$ cat src/rtl/x_ramb4_nibble_streamer_pkg.sv
// Shared types and defaults for the RAMB4 port-B nibble streamer.
// LEN=0 encodes a full sweep of the memory (2**ADDR_W nibbles).
package x_ramb4_nibble_streamer_pkg;

    typedef enum logic [1:0] {
        ST_IDLE  = 2'd0,
        ST_FETCH = 2'd1,
        ST_DRAIN = 2'd2
    } state_e;

    localparam int ADDR_W_DEF     = 10;
    localparam int DATA_W_DEF     = 4;
    localparam int FIFO_DEPTH_DEF = 3;
    localparam int LEN_FULL_DEPTH = 0;

    function automatic int len_to_count(input int len, input int addr_w);
        return (len == LEN_FULL_DEPTH) ? (1 << addr_w) : len;
    endfunction

endpackage

$ cat src/rtl/x_ramb4_nibble_streamer_nibble_skid_fifo.sv
// Small synchronous FIFO that buffers RAM read data in front of the stream port.
// Pushes into a full FIFO and pops from an empty one are ignored.
module nibble_skid_fifo #(
    parameter int DATA_W = 4,
    parameter int DEPTH  = 3,
    localparam int PW    = (DEPTH > 1) ? $clog2(DEPTH) : 1,
    localparam int CW    = $clog2(DEPTH + 1)
) (
    input  logic              clk_i,
    input  logic              rst_i,
    input  logic              push_i,
    input  logic [DATA_W-1:0] push_data_i,
    input  logic              pop_i,
    output logic [DATA_W-1:0] head_o,
    output logic [CW-1:0]     count_o,
    output logic              empty_o,
    output logic              full_o
);

    logic [DATA_W-1:0] mem_q [DEPTH];
    logic [PW-1:0]     wr_ptr_q;
    logic [PW-1:0]     rd_ptr_q;
    logic [CW-1:0]     count_q;
    logic              push_ok;
    logic              pop_ok;

    function automatic logic [PW-1:0] next_ptr(input logic [PW-1:0] p);
        return (p == PW'(DEPTH - 1)) ? '0 : p + PW'(1);
    endfunction

    assign empty_o = (count_q == '0);
    assign full_o  = (count_q == CW'(DEPTH));
    assign count_o = count_q;
    assign head_o  = mem_q[rd_ptr_q];
    assign push_ok = push_i && !full_o;
    assign pop_ok  = pop_i && !empty_o;

    always_ff @(posedge clk_i) begin
        if (push_ok) begin
            mem_q[wr_ptr_q] <= push_data_i;
        end
    end

    always_ff @(posedge clk_i) begin
        if (rst_i) begin
            wr_ptr_q <= '0;
            rd_ptr_q <= '0;
            count_q  <= '0;
        end else begin
            if (push_ok) wr_ptr_q <= next_ptr(wr_ptr_q);
            if (pop_ok)  rd_ptr_q <= next_ptr(rd_ptr_q);
            // Simultaneous push and pop leaves the occupancy unchanged.
            case ({push_ok, pop_ok})
                2'b10:   count_q <= count_q + CW'(1);
                2'b01:   count_q <= count_q - CW'(1);
                default: count_q <= count_q;
            endcase
        end
    end

endmodule

$ cat src/rtl/x_ramb4_nibble_streamer.sv
// Streams sequential nibbles from RAMB4 port B onto a valid/ready interface,
// hiding the RAM's one-cycle registered read latency behind a small FIFO.
module x_ramb4_nibble_streamer
    import x_ramb4_nibble_streamer_pkg::*;
#(
    parameter int ADDR_W     = ADDR_W_DEF,
    parameter int DATA_W     = DATA_W_DEF,
    parameter int FIFO_DEPTH = FIFO_DEPTH_DEF
) (
    input  logic              CLK,
    input  logic              RST,
    input  logic              START,
    input  logic [ADDR_W-1:0] START_ADDR,
    input  logic [ADDR_W-1:0] LEN,
    output logic              BUSY,
    output logic              DONE,
    output logic [ADDR_W-1:0] ADDRB,
    output logic              ENB,
    output logic              WEB,
    output logic              RSTB,
    input  logic [DATA_W-1:0] DOB,
    output logic [DATA_W-1:0] DOUT,
    output logic              DVALID,
    input  logic              DREADY,
    output logic              DLAST,
    output state_e            STATE_DBG
);

    localparam int CW    = $clog2(FIFO_DEPTH + 1);
    localparam int CNT_W = ADDR_W + 1;

    state_e            state_q, state_d;
    logic [ADDR_W-1:0] addr_q, addr_d;
    logic [CNT_W-1:0]  issue_q, issue_d;
    logic [CNT_W-1:0]  pop_q, pop_d;
    logic              inflight_q;
    logic              done_q, done_d;

    logic [DATA_W-1:0] fifo_head;
    logic [CW-1:0]     fifo_count;
    logic              fifo_empty;
    logic              fifo_full;
    logic [CNT_W-1:0]  start_cnt;
    logic              credit_ok;
    logic              enb;
    logic              handoff;
    logic              last_handoff;

    assign start_cnt = CNT_W'(len_to_count(int'(LEN), ADDR_W));
    // Credit uses only registered occupancy/in-flight, keeping DREADY off the ENB path.
    assign credit_ok = ({1'b0, fifo_count} + {{CW{1'b0}}, inflight_q}) < (CW + 1)'(FIFO_DEPTH);
    assign handoff      = !fifo_empty && DREADY;
    assign last_handoff = handoff && (pop_q == CNT_W'(1));

    always_ff @(posedge CLK) begin
        if (RST) state_q <= ST_IDLE;
        else     state_q <= state_d;
    end

    always_comb begin
        state_d = state_q;
        case (state_q)
            ST_IDLE:  if (START) state_d = ST_FETCH;
            ST_FETCH: if (enb && issue_q == CNT_W'(1)) state_d = ST_DRAIN;
            ST_DRAIN: if (last_handoff) state_d = ST_IDLE;
            default:  state_d = ST_IDLE;
        endcase
    end

    always_comb begin
        BUSY   = (state_q != ST_IDLE);
        enb    = (state_q == ST_FETCH) && (issue_q != '0) && credit_ok && !fifo_full;
        DVALID = !fifo_empty;
        DLAST  = !fifo_empty && (pop_q == CNT_W'(1));
        DOUT   = fifo_empty ? '0 : fifo_head;
    end

    always_comb begin
        addr_d  = addr_q;
        issue_d = issue_q;
        pop_d   = pop_q;
        done_d  = (state_q == ST_DRAIN) && last_handoff;
        if (state_q == ST_IDLE && START) begin
            addr_d  = START_ADDR;
            issue_d = start_cnt;
            pop_d   = start_cnt;
        end
        if (enb) begin
            addr_d  = addr_q + ADDR_W'(1);
            issue_d = issue_q - CNT_W'(1);
        end
        if (handoff) begin
            pop_d = pop_q - CNT_W'(1);
        end
    end

    always_ff @(posedge CLK) begin
        if (RST) begin
            addr_q     <= '0;
            issue_q    <= '0;
            pop_q      <= '0;
            inflight_q <= 1'b0;
            done_q     <= 1'b0;
        end else begin
            addr_q     <= addr_d;
            issue_q    <= issue_d;
            pop_q      <= pop_d;
            inflight_q <= enb;
            done_q     <= done_d;
        end
    end

    nibble_skid_fifo #(
        .DATA_W (DATA_W),
        .DEPTH  (FIFO_DEPTH)
    ) u_fifo (
        .clk_i       (CLK),
        .rst_i       (RST),
        .push_i      (inflight_q),
        .push_data_i (DOB),
        .pop_i       (handoff),
        .head_o      (fifo_head),
        .count_o     (fifo_count),
        .empty_o     (fifo_empty),
        .full_o      (fifo_full)
    );

    assign ENB       = enb;
    assign ADDRB     = addr_q;
    assign DONE      = done_q;
    assign WEB       = 1'b0;
    assign RSTB      = 1'b0;
    assign STATE_DBG = state_q;

endmodule

$ cat config.mk
export PLATFORM = sky130hd
export DESIGN_NAME = x_ramb4_nibble_streamer
export DESIGN_NICKNAME = d
export VERILOG_FILES = /design/src/rtl/x_ramb4_nibble_streamer_pkg.sv /design/src/rtl/x_ramb4_nibble_streamer_nibble_skid_fifo.sv /design/src/rtl/x_ramb4_nibble_streamer.sv
export SDC_FILE = /design/constraint.sdc
export NUM_CORES = 1
export LEC_CHECK = 0
export CAP_MARGIN = 10
export CORE_UTILIZATION = 35
export DETAILED_ROUTE_END_ITERATION = 12
export GPL_TIMING_DRIVEN = 0
export SYNTH_ARGS = -nofsm -noshare
export SYNTH_HDL_FRONTEND = slang
export SYNTH_SLANG_ARGS = --single-unit
$ cat constraint.sdc
create_clock -name CLK -period 2.41 [get_ports CLK]
set_input_delay 0.3615 -clock CLK [delete_from_list [all_inputs] [get_ports CLK]]
set_output_delay 0.3615 -clock CLK [all_outputs]
set_load 0.05 [all_outputs]
== Yosys cells after proc, flatten, opt, wreduce, memory -nomap -nowiden ==
Memories as Yosys holds them, arrays and structs flattened. A register that Yosys moved wholly into a read port is not among the register bits.
Index checks and enable logic that the tools add are counted.

* Multiplexer cells: 18
* Equality and inequality tests: 12
* Reductions and logical operators: 22
* Add/sub/neg operators: 8
* Magnitude comparators: 1

{| class="wikitable"
|+ Operators with widths
! kind !! number
|-
| 11-bit two-way mux || 4
|-
| 11-bit by 1-bit == test with 1-bit output, second input constant || 2
|-
| 11-bit by 1-bit subtractor with 11-bit output, second input constant || 2
|-
| 10-bit two-way mux || 2
|-
| 2-bit two-way mux || 7
|-
| 1-bit logical AND || 11
|-
| 11-bit nonzero test || 1
|-
| 10-bit by 1-bit adder with 10-bit output, second input constant || 1
|-
| 2-bit == test, second input constant || 5
|-
| 10-bit zero test || 1
|-
| 2-bit nonzero test || 4
|-
| 2-bit by 1-bit adder with 2-bit output, second input constant || 3
|-
| 2-bit != test, second input constant || 3
|-
| 2-bit one-hot mux with 3 select lines || 1
|-
| 2-bit by 1-bit == test with 1-bit output, second input constant || 2
|-
| 2-bit zero test || 2
|-
| 4-bit two-way mux || 1
|-
| 2-bit one-hot mux with 2 select lines || 1
|-
| 2-bit by 1-bit adder with 3-bit output || 1
|-
| 3-bit by 2-bit < comparator with 1-bit output, second input constant || 1
|-
| 3-bit AND reduction || 1
|-
| 1-bit zero test || 2
|-
| 1-bit two-way mux || 2
|-
| 2-bit by 1-bit subtractor with 2-bit output, second input constant || 1
|}

* Output and inout port bits: 23
* Word-level logic and storage cells: 71
* Input port bits: 28
* Register bits after elaboration: 42
* Memories kept: 1
* Bits in writable memories: 12

{| class="wikitable"
|+ Memory list
! memory !! depth !! bits a word !! read ports !! clocked after memory_dff !! write ports !! RTL line !! source
|-
| u_fifo.mem_q || 3 || 4 || 1 || 1 || 1 || x_ramb4_nibble_streamer_nibble_skid_fifo.sv:20 || <nowiki>logic [DATA_W-1:0] mem_q [DEPTH];</nowiki>
|}

== Logic depth before layout (Yosys ltp) ==
Gate-level depths: netlist of run 1.

* Depth after elaboration: 7
* Mapped depth: 10
* Mapped depth without buffers: 8

== Modules after synthesis ==
A second synthesis of run 1 with hierarchy kept.

* Cells, all modules: 328
* Area total of the unflattened synthesis: 2,930.3 um^2

{| class="wikitable"
|+ By module, submodules not included
! module !! cells an instance !! area an instance (um^2) !! times used !! sequential area each (um^2)
|-
| x_ramb4_nibble_streamer || 269 || 2,164.6 || 1 || 720.7
|-
| nibble_skid_fifo || 59 || 765.7 || 1 || 520.5
|}

== Least setup slack after synthesis of run 1 ==
No wires, ideal clock.

* Path kind: register to register
* Start point: register state_q[0], in the netlist STATE_DBG[0]
* End point: register addr_q[5], in the netlist ADDRB[5]
* Setup time: 0.087 ns
* Data required time: 2.323 ns
* Arrival time: 2.002 ns
* Path buffers: 2
* Setup slack: 0.321 ns
* Stages on the path, launching flop included: 9
* Period minus slack after synthesis: 2.089 ns
* Cells stage by stage: dfxtp_1 > nor3b_2 > and2_1 > buf_2 > nand2_1 > buf_4 > inv_2 > a21oi_1 > o31ai_1

* Longest elaborated chain between the ends: 5
* Elaborated cells between the ends (all ways): 8
* Those cells by class: 1 x eq/ne; 1 x mux; 6 x reduce/logical

{| class="wikitable"
|+ RTL lines
! element !! RTL line !! source
|-
| start: declaration || x_ramb4_nibble_streamer.sv:32 || <nowiki>state_e state_q, state_d;</nowiki>
|-
| start signal: assignment || x_ramb4_nibble_streamer.sv:57 || <nowiki>else state_q <= state_d;</nowiki>
|-
| 2-bit by 1-bit == test with 1-bit output * || x_ramb4_nibble_streamer.sv:72 || <nowiki>enb = (state_q == ST_FETCH) && (issue_q != '0) && credit_ok && !fifo_full;</nowiki>
|-
| 1-bit logical AND * (3 in series) || x_ramb4_nibble_streamer.sv:72 ||
|-
| via ENB || x_ramb4_nibble_streamer.sv:18 || <nowiki>output logic ENB,</nowiki>
|-
| 10-bit two-way mux or 2-bit nonzero test (tied branches) || -- ||
|-
| end signal: assignment || x_ramb4_nibble_streamer.sv:105 || <nowiki>addr_q <= addr_d;</nowiki>
|-
| end: declaration || x_ramb4_nibble_streamer.sv:33 || <nowiki>logic [ADDR_W-1:0] addr_q, addr_d;</nowiki>
|}

The timed path passes the listed nets; every way through them passes the cells marked *.
A chain may end at the register's enable or synchronous reset.

== Final worst setup path of run 1 ==
* Start point: register inflight_q
* End point: output ENB

* Longest elaborated chain between the ends: 4

{| class="wikitable"
|+ RTL lines
! element !! RTL line !! source
|-
| start: declaration || x_ramb4_nibble_streamer.sv:36 || <nowiki>logic inflight_q;</nowiki>
|-
| start signal: assignment || x_ramb4_nibble_streamer.sv:108 || <nowiki>inflight_q <= enb;</nowiki>
|-
| 2-bit by 1-bit adder with 3-bit output || x_ramb4_nibble_streamer.sv:51 || <nowiki>assign credit_ok = ({1'b0, fifo_count} + {{CW{1'b0}}, inflight_q}) < (CW + 1)'(FIFO_DEPTH);</nowiki>
|-
| 3-bit by 2-bit < comparator with 1-bit output || x_ramb4_nibble_streamer.sv:51 ||
|-
| 1-bit logical AND (2 in series) || x_ramb4_nibble_streamer.sv:72 ||
|-
| end: declaration || x_ramb4_nibble_streamer.sv:18 ||
|}

No other way between the ends.

==> qor.yml, run 1 <==
status: "finished clean"
syn_inst: 326
p_sw_frac: 0.386
p_clk_frac: 0.216
pwr-share-seq: 0.399
met3_length_um: 316
firstDrtPassIters: 4
num_io_pins: 51
setup_viol: 0
drive_gt1_frac: 0.101
start_util: 0.362
r2r_cells: 8
cp_slowest_cell: "dfxtp_2"
fin_crit_sh: 0.989
grt_max_degree: 18
grt_pass1_vias: 2534
syn_area_sq_um: 2810
max_cap_violations: 0
fin_crit_ps: 2380
dr.first_iter.drc_count: 133
cp.depth: 9
final_cell_count_no_fill: 488
power_leakage_nw: 1.31
critPathBufInv: 4
crit_type: "register to output pin"
area_growth_syn_to_layout_pct: 27.9
skew_ps: 4.81
crit_chain: "ha_1, ha_1, a22oi_2, and2_1, buf_6, nand2_4, buf_8, inv_6, buf_8"
pwr_density_cell_nw_per_um2: 823
cts_hold_buffers: 0
routedLengthMet1_um: 3600
cts_tree: "done"
grt_first_pass_wirelength_um: 12600
post_drt_wl_per_cell_um: 15.2
die_h_um: 91.7
ys_types: 53
postRouteWirelength_um: 7440
dpl.hpwl_um: 5310
cp_top_family: "buffers and inverters"
cp-end-kind: "output pin"
gp_congestion: 0.836
finalHoldViolCount: 0
htreeDepth: 2
max-vdd-ir-drop_mv: 0.264
clock-sinks: 56
num_vias: 2623
max_freq_ghz: 0.420
p_switching_mw: 1.14
yosysWarnings: 0
clockBufferDepth: 2
avgSynthCellArea_sq_um: 8.63
dieWidth_um: 91.7
core.rowCount: 32
final_common_cell: "dfxtp_1"
cp.arrival_ps: 2020
slowest_delay_ps: 330
layout_setup_ws_ps: 27.3
core_sq_um: 7770
drcViolationCount: 0
maxSlewViolCount: 0
insertion_delay_ps: 320
share_comb_of_total_power: 0.385
grt_use_total: 0.189
portBuffers: 47
layout_common_cells: "dfxtp_1, clkdlybuf4s50_1, nor2_1, nand2_1, a21oi_1"
fillers: 770
dpl_cell_area_sq_um: 3420
cts-buffers-inserted: 5
hold_path_class: "register to register"
internal_power_mw: 1.82
antenna_cells: 0
place_ws_ps: -451
antenna_found_initial: 0
num-nets-final: 421
dr.max_layer_used: "met4"
dp_cells: 476
slew_headroom: 0.485
rsz0062_at_grt: "yes"
tightestPinTransition_ps: 771
seq_area_frac_synth: 0.441
die-area_sq_um: 8400
worstPathRequired_ps: 2050
synth_edf_count: 12
antenna_left: 0
ys_ff_latch: 56
min_path_cells: 2
critPathMaxFanout: 8
synthFlopType: "dfxtp_1"
path_clk_slew_ps: 100
wl_met2_um: 3470
cp-start-kind: "register"
root_buffer: "clkbuf_8"
synth-async-reset-ratio: 0
grt_overflow: 0
vias_per_cell: 5.38
design_area_sq_um: 3600
power groups by stage:
stage / clock network [mW] / registers, mW / logic, mW
3_3_place_gp: 0 / 1.20 / 1.09
5_1_grt: 0.700 / 1.20 / 1.25
4_1_cts: 0.656 / 1.18 / 1.11
3_5_place_dp: 0 / 1.20 / 1.10
2_1_floorplan: 0 / 1.23 / 0.743
6_report: 0.640 / 1.18 / 1.14
through the flow:
| step | hold WS [ps] | power [mW] | setup TNS [ps] | util |
|---|---|---|---|---|
| after floorplan | 454 | 1.97 | 0 | - |
| after global placement | 471 | 2.29 | -1010 | 0.440 |
| after detailed placement | 480 | 2.30 | -864 | 0.440 |
| after CTS | 495 | 2.94 | 0 | 0.455 |
| after global routing | 520 | 3.16 | -66.0 | 0.463 |
| final | 493 | 2.96 | 0 | 0.463 |
path summary, 6_finish.rpt:
kind / start / end / slack, ps
hold reg to reg: pop_q[2] / pop_q[2] / 490
hold / removal: pop_q[2] / pop_q[2] / 490
setup reg to reg: inflight_q / issue_q[6] / 130
setup / recovery: inflight_q / ENB / 30
Yosys cell counts (all sizes together) (3+ instances only):
library cell	count	area (sq um)
nand3	15	75.1
o21ai	10	53.8
nor3	10	50.1
ha	8	100
o311ai	3	26.3
nor4	10	81.3
o211ai	4	30.0
nor2	38	143
clkbuf	10	37.5
or3	8	50.1
a31oi	12	75.1
nand2	37	141
dfxtp	44	881
o31a	3	26.3
a21oi	26	130
nor3b	7	57.6
buf	9	58.8
inv	10	37.5
mux2i	4	40.0
a211oi	7	52.6
nor4b	3	26.3
edfxtp	12	360
nand4	4	25.0
a22oi	3	27.5
per-layer routing:
| metal | GRT usage | vias up |
|---|---|---|
| li1 | - | 1311 |
| met1 | 0.261 | 1245 |
| met2 | 0.303 | 63 |
| met3 | 0.0357 | 4 |
| met4 | 0.0476 | 0 |
| met5 | 0 | - |
state kept, by name, summed over array words and instances (netlist names), named ones only:
register and count:
u_fifo.count_o 2, issue_q 11, DONE 1, inflight_q 1, u_fifo.rd_ptr_q 2, u_fifo.mem_q 12, u_fifo.wr_ptr_q 2, STATE_DBG 2
ADDRB 10, pop_q 11
area by class of cell:
| cell class | instances | area (sq um) | area share |
|---|---|---|---|
| Sequential cell | 56 | 1240 | 0.345 |
| Multi-Input combinational cell | 242 | 1460 | 0.407 |
| Clock inverter | 2 | 38.8 | 0.0108 |
| Buffer | 19 | 110 | 0.0306 |
| Tap cell | 102 | 128 | 0.0355 |
| Inverter | 10 | 42.5 | 0.0118 |
| Clock buffer | 6 | 72.6 | 0.0202 |
| Timing Repair Buffer | 51 | 500 | 0.139 |
what timing repair did:
action                                  CTS  global route
endpoints found under the setup margin    6             3
setup buffers                             0             4
gates resized for setup                  22             8
pin swaps                                 0             1
worst min-delay path, cell delays in order, from the launching register on:
cell     delay [ps]
dfxtp_1         340
nand3_1          60
a21oi_1          50
cells by family (layout without fill, tap and decap cells):
family	count (synthesis)	after routing	synth area share
adder cells (fa/ha/maj)	8	8	0.0356
AND/OR/NAND/NOR	144	144	0.262
multiplexers	6	6	0.0222
other	1	2	0.00133
XOR/XNOR	3	3	0.00934
flip-flops	56	56	0.441
AO/OA/AOI/OAI	79	79	0.181
buffers and inverters	29	88	0.0476
Note: power is estimated with default switching activity, not from simulation.
==> run 2: changes to the inputs <==
--- a/config.mk
+++ b/config.mk
@@ -6,9 +6,12 @@
 export NUM_CORES = 1
 export LEC_CHECK = 0
 export CAP_MARGIN = 10
-export CORE_UTILIZATION = 35
+export CELL_PAD_IN_SITES_DETAIL_PLACEMENT = 2
+export CELL_PAD_IN_SITES_GLOBAL_PLACEMENT = 2
+export CORE_UTILIZATION = 31
 export DETAILED_ROUTE_END_ITERATION = 12
 export GPL_TIMING_DRIVEN = 0
+export PLACE_DENSITY_LB_ADDON = 0.1
 export SYNTH_ARGS = -nofsm -noshare
 export SYNTH_HDL_FRONTEND = slang
 export SYNTH_SLANG_ARGS = --single-unit
==> qor.yml, run 2 (synthesis results as in run 1) <==
grt_max_degree: 20
dp_cells: 482
p_sw_frac: 0.411
cp.arrival_ps: 2020
core_sq_um: 8760
dpl.hpwl_um: 6770
largest_reg_flops: 12
portBuffers: 47
slowest_delay_ps: 340
dieWidth_um: 97.3
htreeDepth: 2
top_regs: "u_fifo.mem_q (12), issue_q (11), pop_q (11)"
max_cap_violations: 0
status: "finished clean"
antenna_left: 0
internal_power_mw: 1.72
utilization: 0.409
r2r_cells: 8
num-nets-final: 418
rsz0062_at_grt: "yes"
dpl_cell_area_sq_um: 3420
r2r-end: "issue_q[6]"
place_ws_ps: -536
rrSetupSlack_ps: 110
maxSlewViolCount: 0
antenna_cells: 0
cts-buffers-inserted: 5
cp-start-kind: "register"
cp_slowest_cell: "dfxtp_1"
num_vias: 2675
tightestPinTransition_ps: 702
cp-end-kind: "output pin"
vias_per_cell: 5.45
min_from: "u_fifo.wr_ptr_q[1]"
share_comb_of_total_power: 0.402
pwr-share-seq: 0.407
drcViolationCount: 0
area_growth_syn_to_layout_pct: 27.4
pwr_density_cell_nw_per_um2: 817
fin_crit_sh: 0.986
grt_use_total: 0.204
post_drt_wl_per_cell_um: 18.6
postRouteWirelength_um: 9120
max-vdd-ir-drop_mv: 0.283
insertion_delay_ps: 320
grt_first_pass_wirelength_um: 15300
start_util: 0.321
die_h_um: 97.3
fillers: 1013
layout_common_cells: "dfxtp_1, clkdlybuf4s50_1, nor2_1, nand2_1, a21oi_1"
min_path_cells: 2
final_cell_count_no_fill: 491
die-area_sq_um: 9460
holdWs_ps: 493
finalHoldViolCount: 0
setup_viol: 0
dr.first_iter.drc_count: 57
path_clk_slew_ps: 120
p_switching_mw: 1.20
regMostFlops: "u_fifo.mem_q"
gp_congestion: 0.756
cts_hold_buffers: 0
p_clk_frac: 0.191
timing.rr.start: "issue_q[1]"
crit_chain: "ha_1, ha_1, a22oi_2, and2_4, buf_6, nand2_4, buf_8, inv_6, buf_8"
crit_type: "register to output pin"
fin_crit_ps: 2380
num_io_pins: 51
grt_overflow: 0
holdPathEnd: "u_fifo.wr_ptr_q[1]"
max_freq_ghz: 0.421
worstPathRequired_ps: 2050
power_leakage_nw: 1.30
firstDrtPassIters: 4
skew_ps: 12.3
root_buffer: "clkbuf_8"
antenna_found_initial: 0
cts_tree: "done"
clockBufferDepth: 2
hold_path_class: "register to register"
drive_gt1_frac: 0.107
design_area_sq_um: 3580
grt_pass1_vias: 2977
power_mw: 2.93
layout_setup_ws_ps: 32.9
critPathMaxFanout: 8
final_common_cell: "dfxtp_1"
slew_headroom: 0.525
core.rowCount: 34
clock-sinks: 56
setup_tns_ps: 0
## run 2: per-layer routing
layer,share of wire,global-route usage,wire length [um]
met3,0.023,0.0259,210
met4,0.012,0.0464,107
met5,0,0,0
met1,0.46,0.255,4230
met2,0.50,0.372,4570
## run 2: critical path: cells and delay by family (launching register included)
| kind | cells | cell delay (ps) |
|---|---|---|
| buf+inv | 4 | 480 |
| compound gates | 1 | 160 |
| flops | 1 | 340 |
| fa+ha+maj | 2 | 480 |
| simple gates | 2 | 250 |
## run 2: worst max-delay path by stage
stage,start,slack [ps],to,cells after the start
2_1_floorplan,STATE_DBG[0],320,ADDRB[5],8
3_3_place_gp,inflight_q,-510,ENB,9
3_5_place_dp,inflight_q,-540,ENB,9
4_1_cts,u_fifo.count_o[0],5,DVALID,4
5_1_grt,inflight_q,-50,ENB,9
6_report,inflight_q,30,ENB,9
## run 2: layout make-up
class / instances / area [sq um] / area share
clock inverters: 3 / 27.5 / 0.00768
repair buffers: 49 / 485 / 0.135
clock buffers: 5 / 68.8 / 0.0192
plain buffers: 18 / 106 / 0.0297
inverters: 10 / 42.5 / 0.0119
flip-flops and latches: 56 / 1240 / 0.347
well taps: 108 / 135 / 0.0377
multi-input cells: 242 / 1480 / 0.412
## run 2: power groups by stage
stage / logic (mW) / clock network, mW / registers [mW]
after floorplan: 0.743 / 0 / 1.23
after detailed placement: 1.15 / 0 / 1.21
final: 1.18 / 0.558 / 1.19
after CTS: 1.18 / 0.581 / 1.19
after global routing: 1.29 / 0.615 / 1.21
after global placement: 1.12 / 0 / 1.20
## run 2: repair_timing
action,CTS,global route
pin swaps,1,1
endpoints found under the hold margin,0,0
buffers inserted,1,1
setup endpoints to repair,7,9
gates resized for setup,28,5
==> RTL change (flow settings as in run 2) <==
Make the reset (`RST` and `rst_i`) asynchronous in 3 clocked blocks.
--- a/src/rtl/x_ramb4_nibble_streamer_nibble_skid_fifo.sv
+++ b/src/rtl/x_ramb4_nibble_streamer_nibble_skid_fifo.sv
@@ -41,7 +41,7 @@
         end
     end
 
-    always_ff @(posedge clk_i) begin
+    always_ff @(posedge clk_i or posedge rst_i) begin
         if (rst_i) begin
             wr_ptr_q <= '0;
             rd_ptr_q <= '0;
--- a/src/rtl/x_ramb4_nibble_streamer.sv
+++ b/src/rtl/x_ramb4_nibble_streamer.sv
@@ -52,7 +52,7 @@
     assign handoff      = !fifo_empty && DREADY;
     assign last_handoff = handoff && (pop_q == CNT_W'(1));
 
-    always_ff @(posedge CLK) begin
+    always_ff @(posedge CLK or posedge RST) begin
         if (RST) state_q <= ST_IDLE;
         else     state_q <= state_d;
     end
@@ -94,7 +94,7 @@
         end
     end
 
-    always_ff @(posedge CLK) begin
+    always_ff @(posedge CLK or posedge RST) begin
         if (RST) begin
             addr_q     <= '0;
             issue_q    <= '0;
Function: differs if RST is asserted again (counterexample within 4 cycles, from zero or initial values and one cycle with RST high); with RST held inactive, the same outputs for 10 cycles.
==> RTL change against run 2 <==
  * Wire length fell by 2.7%
  * Synthesized cell count is 6.4% lower
  * Area after synthesis rose by 2.1%
  * Cell area increased by 3.2%
  * Sequential cell count decreased by 2
  * Worst setup slack gained 0.034 ns
  * Critical path type unchanged
  * Largest cell class is now sequential cells
Power is not compared: it rests on default switching activity, and its combinational part moved more than twofold at a synthesized area within 25%.
==> RTL change: results (changes against run 2) <==
stage,metric,value,unit,change
global_routing,grt_start_max_net_pins,31,,+55%
global_routing,grt_first_pass_wirelength,14850,um,-3.2%
synthesis,synth_xor_area_frac,0.01220,,+0.002858
worst_setup_path,critPathTopFamily,flip-flops,,
synthesis,synth_compound_area_frac,0.1768,,-0.004140
global_routing,grt_use_met2,0.3180,,-0.05363
finish,drive_gt1_frac,0.1192,,+0.01219
global_routing,track_usage,0.1976,,-0.005980
synthesis,synthTopCellsByCount,"dfrtp_1 (42), nand2_1 (41), nor2_1 (27), a21oi_1 (20), nor3_1 (19)",,
worst_setup_path,r2r-end,u_fifo.count_o[1]$_DFFE_PP0P_,,
finish,fillers,985,,-2.8%
sta,hold_slack,0.2997,ns,-0.1933 ns
run_status,status,"finished, final reports clean",,
worst_setup_path,ff2ff_path_depth,7,,-1
clocking,cts.sinks,54,,-3.6%
synthesis,synth.avg_cell_area,9.419,um2,+9.1%
global_routing,gr-usage-met3,0.02362,,-0.002277
synthesis,synth.area.top_cells,"dfrtp_1 (37%), edfxtp_1 (13%), nand2_1 (5.4%)",,
drt,num_vias,2651,,-0.90%
min_path,hold_path.class,input port to async pin,,
placement,dpl_cell_area,3512,um2,+2.6%
finish,postLayoutCellArea,3700,um2,+3.2%
drt,wl_met2,4191,um,-8.3%
global_routing,first_global_vias,2778,,-6.7%
clocking,postCtsSetupBuffers,0,,-1
drt,first_pass_iters,6,,+2
sta,relSlewSlack,0.4990,,-0.02620
finish,layout.nets,404,,-3.3%
clocking,cts_resized,25,,-11%
placement,hpwl,6636,um,-2.0%
finish,clock_area_frac,0.02570,,-0.001174
drt,drt_iter0_markers,86,,+51%
drt,wl_met1,4288,um,+1.3%
sta,skew,0.01063,ns,-0.001667 ns
drt,routed_wl,8874,um,-2.7%
synthesis,synth_mux_area_frac,0.01394,,-0.008295
placement,dp_slack,-0.5122,ns,+0.02396 ns
worst_setup_path,crit_fanout,6,,-2
finish,inv_count,14,,+4
synthesis,synth.distinct_cells,53,,unchanged
placement,portBuffers,48,,+2.1%
finish,multi_input_area_share,0.3740,,-0.03784
worst_setup_path,cp_slowest_cell,dfrtp_2,,
drt,wl_met3,310,um,+48%
worst_setup_path,r2r_slack,0.17,ns,+0.06 ns
global_routing,grt_use_met1,0.2830,,+0.02850
finish,num-nonclk-buffers,69,,+3.0%
finish,layout.area.seq,1413,um2,+14%
synthesis,synth_fa_ha_area_frac,0.03484,,-0.0007282
placement,place.gp.congestion,0.7390,,-2.2%
synthesis,ys_seq_area_frac,0.4913,,+0.05020
finish,final_cells,477,,-2.9%
worst_setup_path,timing.rr.start,u_fifo.count_o[0]$_DFFE_PP0P_,,
synthesis,synthArstFlopShare,0.7778,,+0.7778
finish,multi_input_comb_cells,224,,-7.4%
## RTL change: worst max-delay path by stage
stage / from / endpoint / slack, ns / cells after the start
2_1_floorplan: u_fifo.count_o[0]$_DFFE_PP0P_ / ADDRB[1]$_DFFE_PP0P_ / 0.21 / 8
3_3_place_gp: u_fifo.count_o[0]$_DFFE_PP0P_ / ENB / -0.48 / 7
3_5_place_dp: u_fifo.count_o[0]$_DFFE_PP0P_ / ENB / -0.51 / 7
4_1_cts: u_fifo.count_o[0]$_DFFE_PP0P_ / ENB / -0.02 / 7
5_1_grt: u_fifo.count_o[0]$_DFFE_PP0P_ / ENB / -0.03 / 7
6_report: u_fifo.count_o[0]$_DFFE_PP0P_ / ENB / 0.07 / 7
## RTL change: power groups by stage
stage / clock network, mW / logic [mW] / registers [mW]
final: 0.567 / 2.65 / 1.60
after global routing: 0.615 / 2.93 / 1.66
after CTS: 0.589 / 2.51 / 1.58
after detailed placement: 0 / 2.44 / 1.59
after global placement: 0 / 2.36 / 1.58
after floorplan: 0 / 1.55 / 1.67
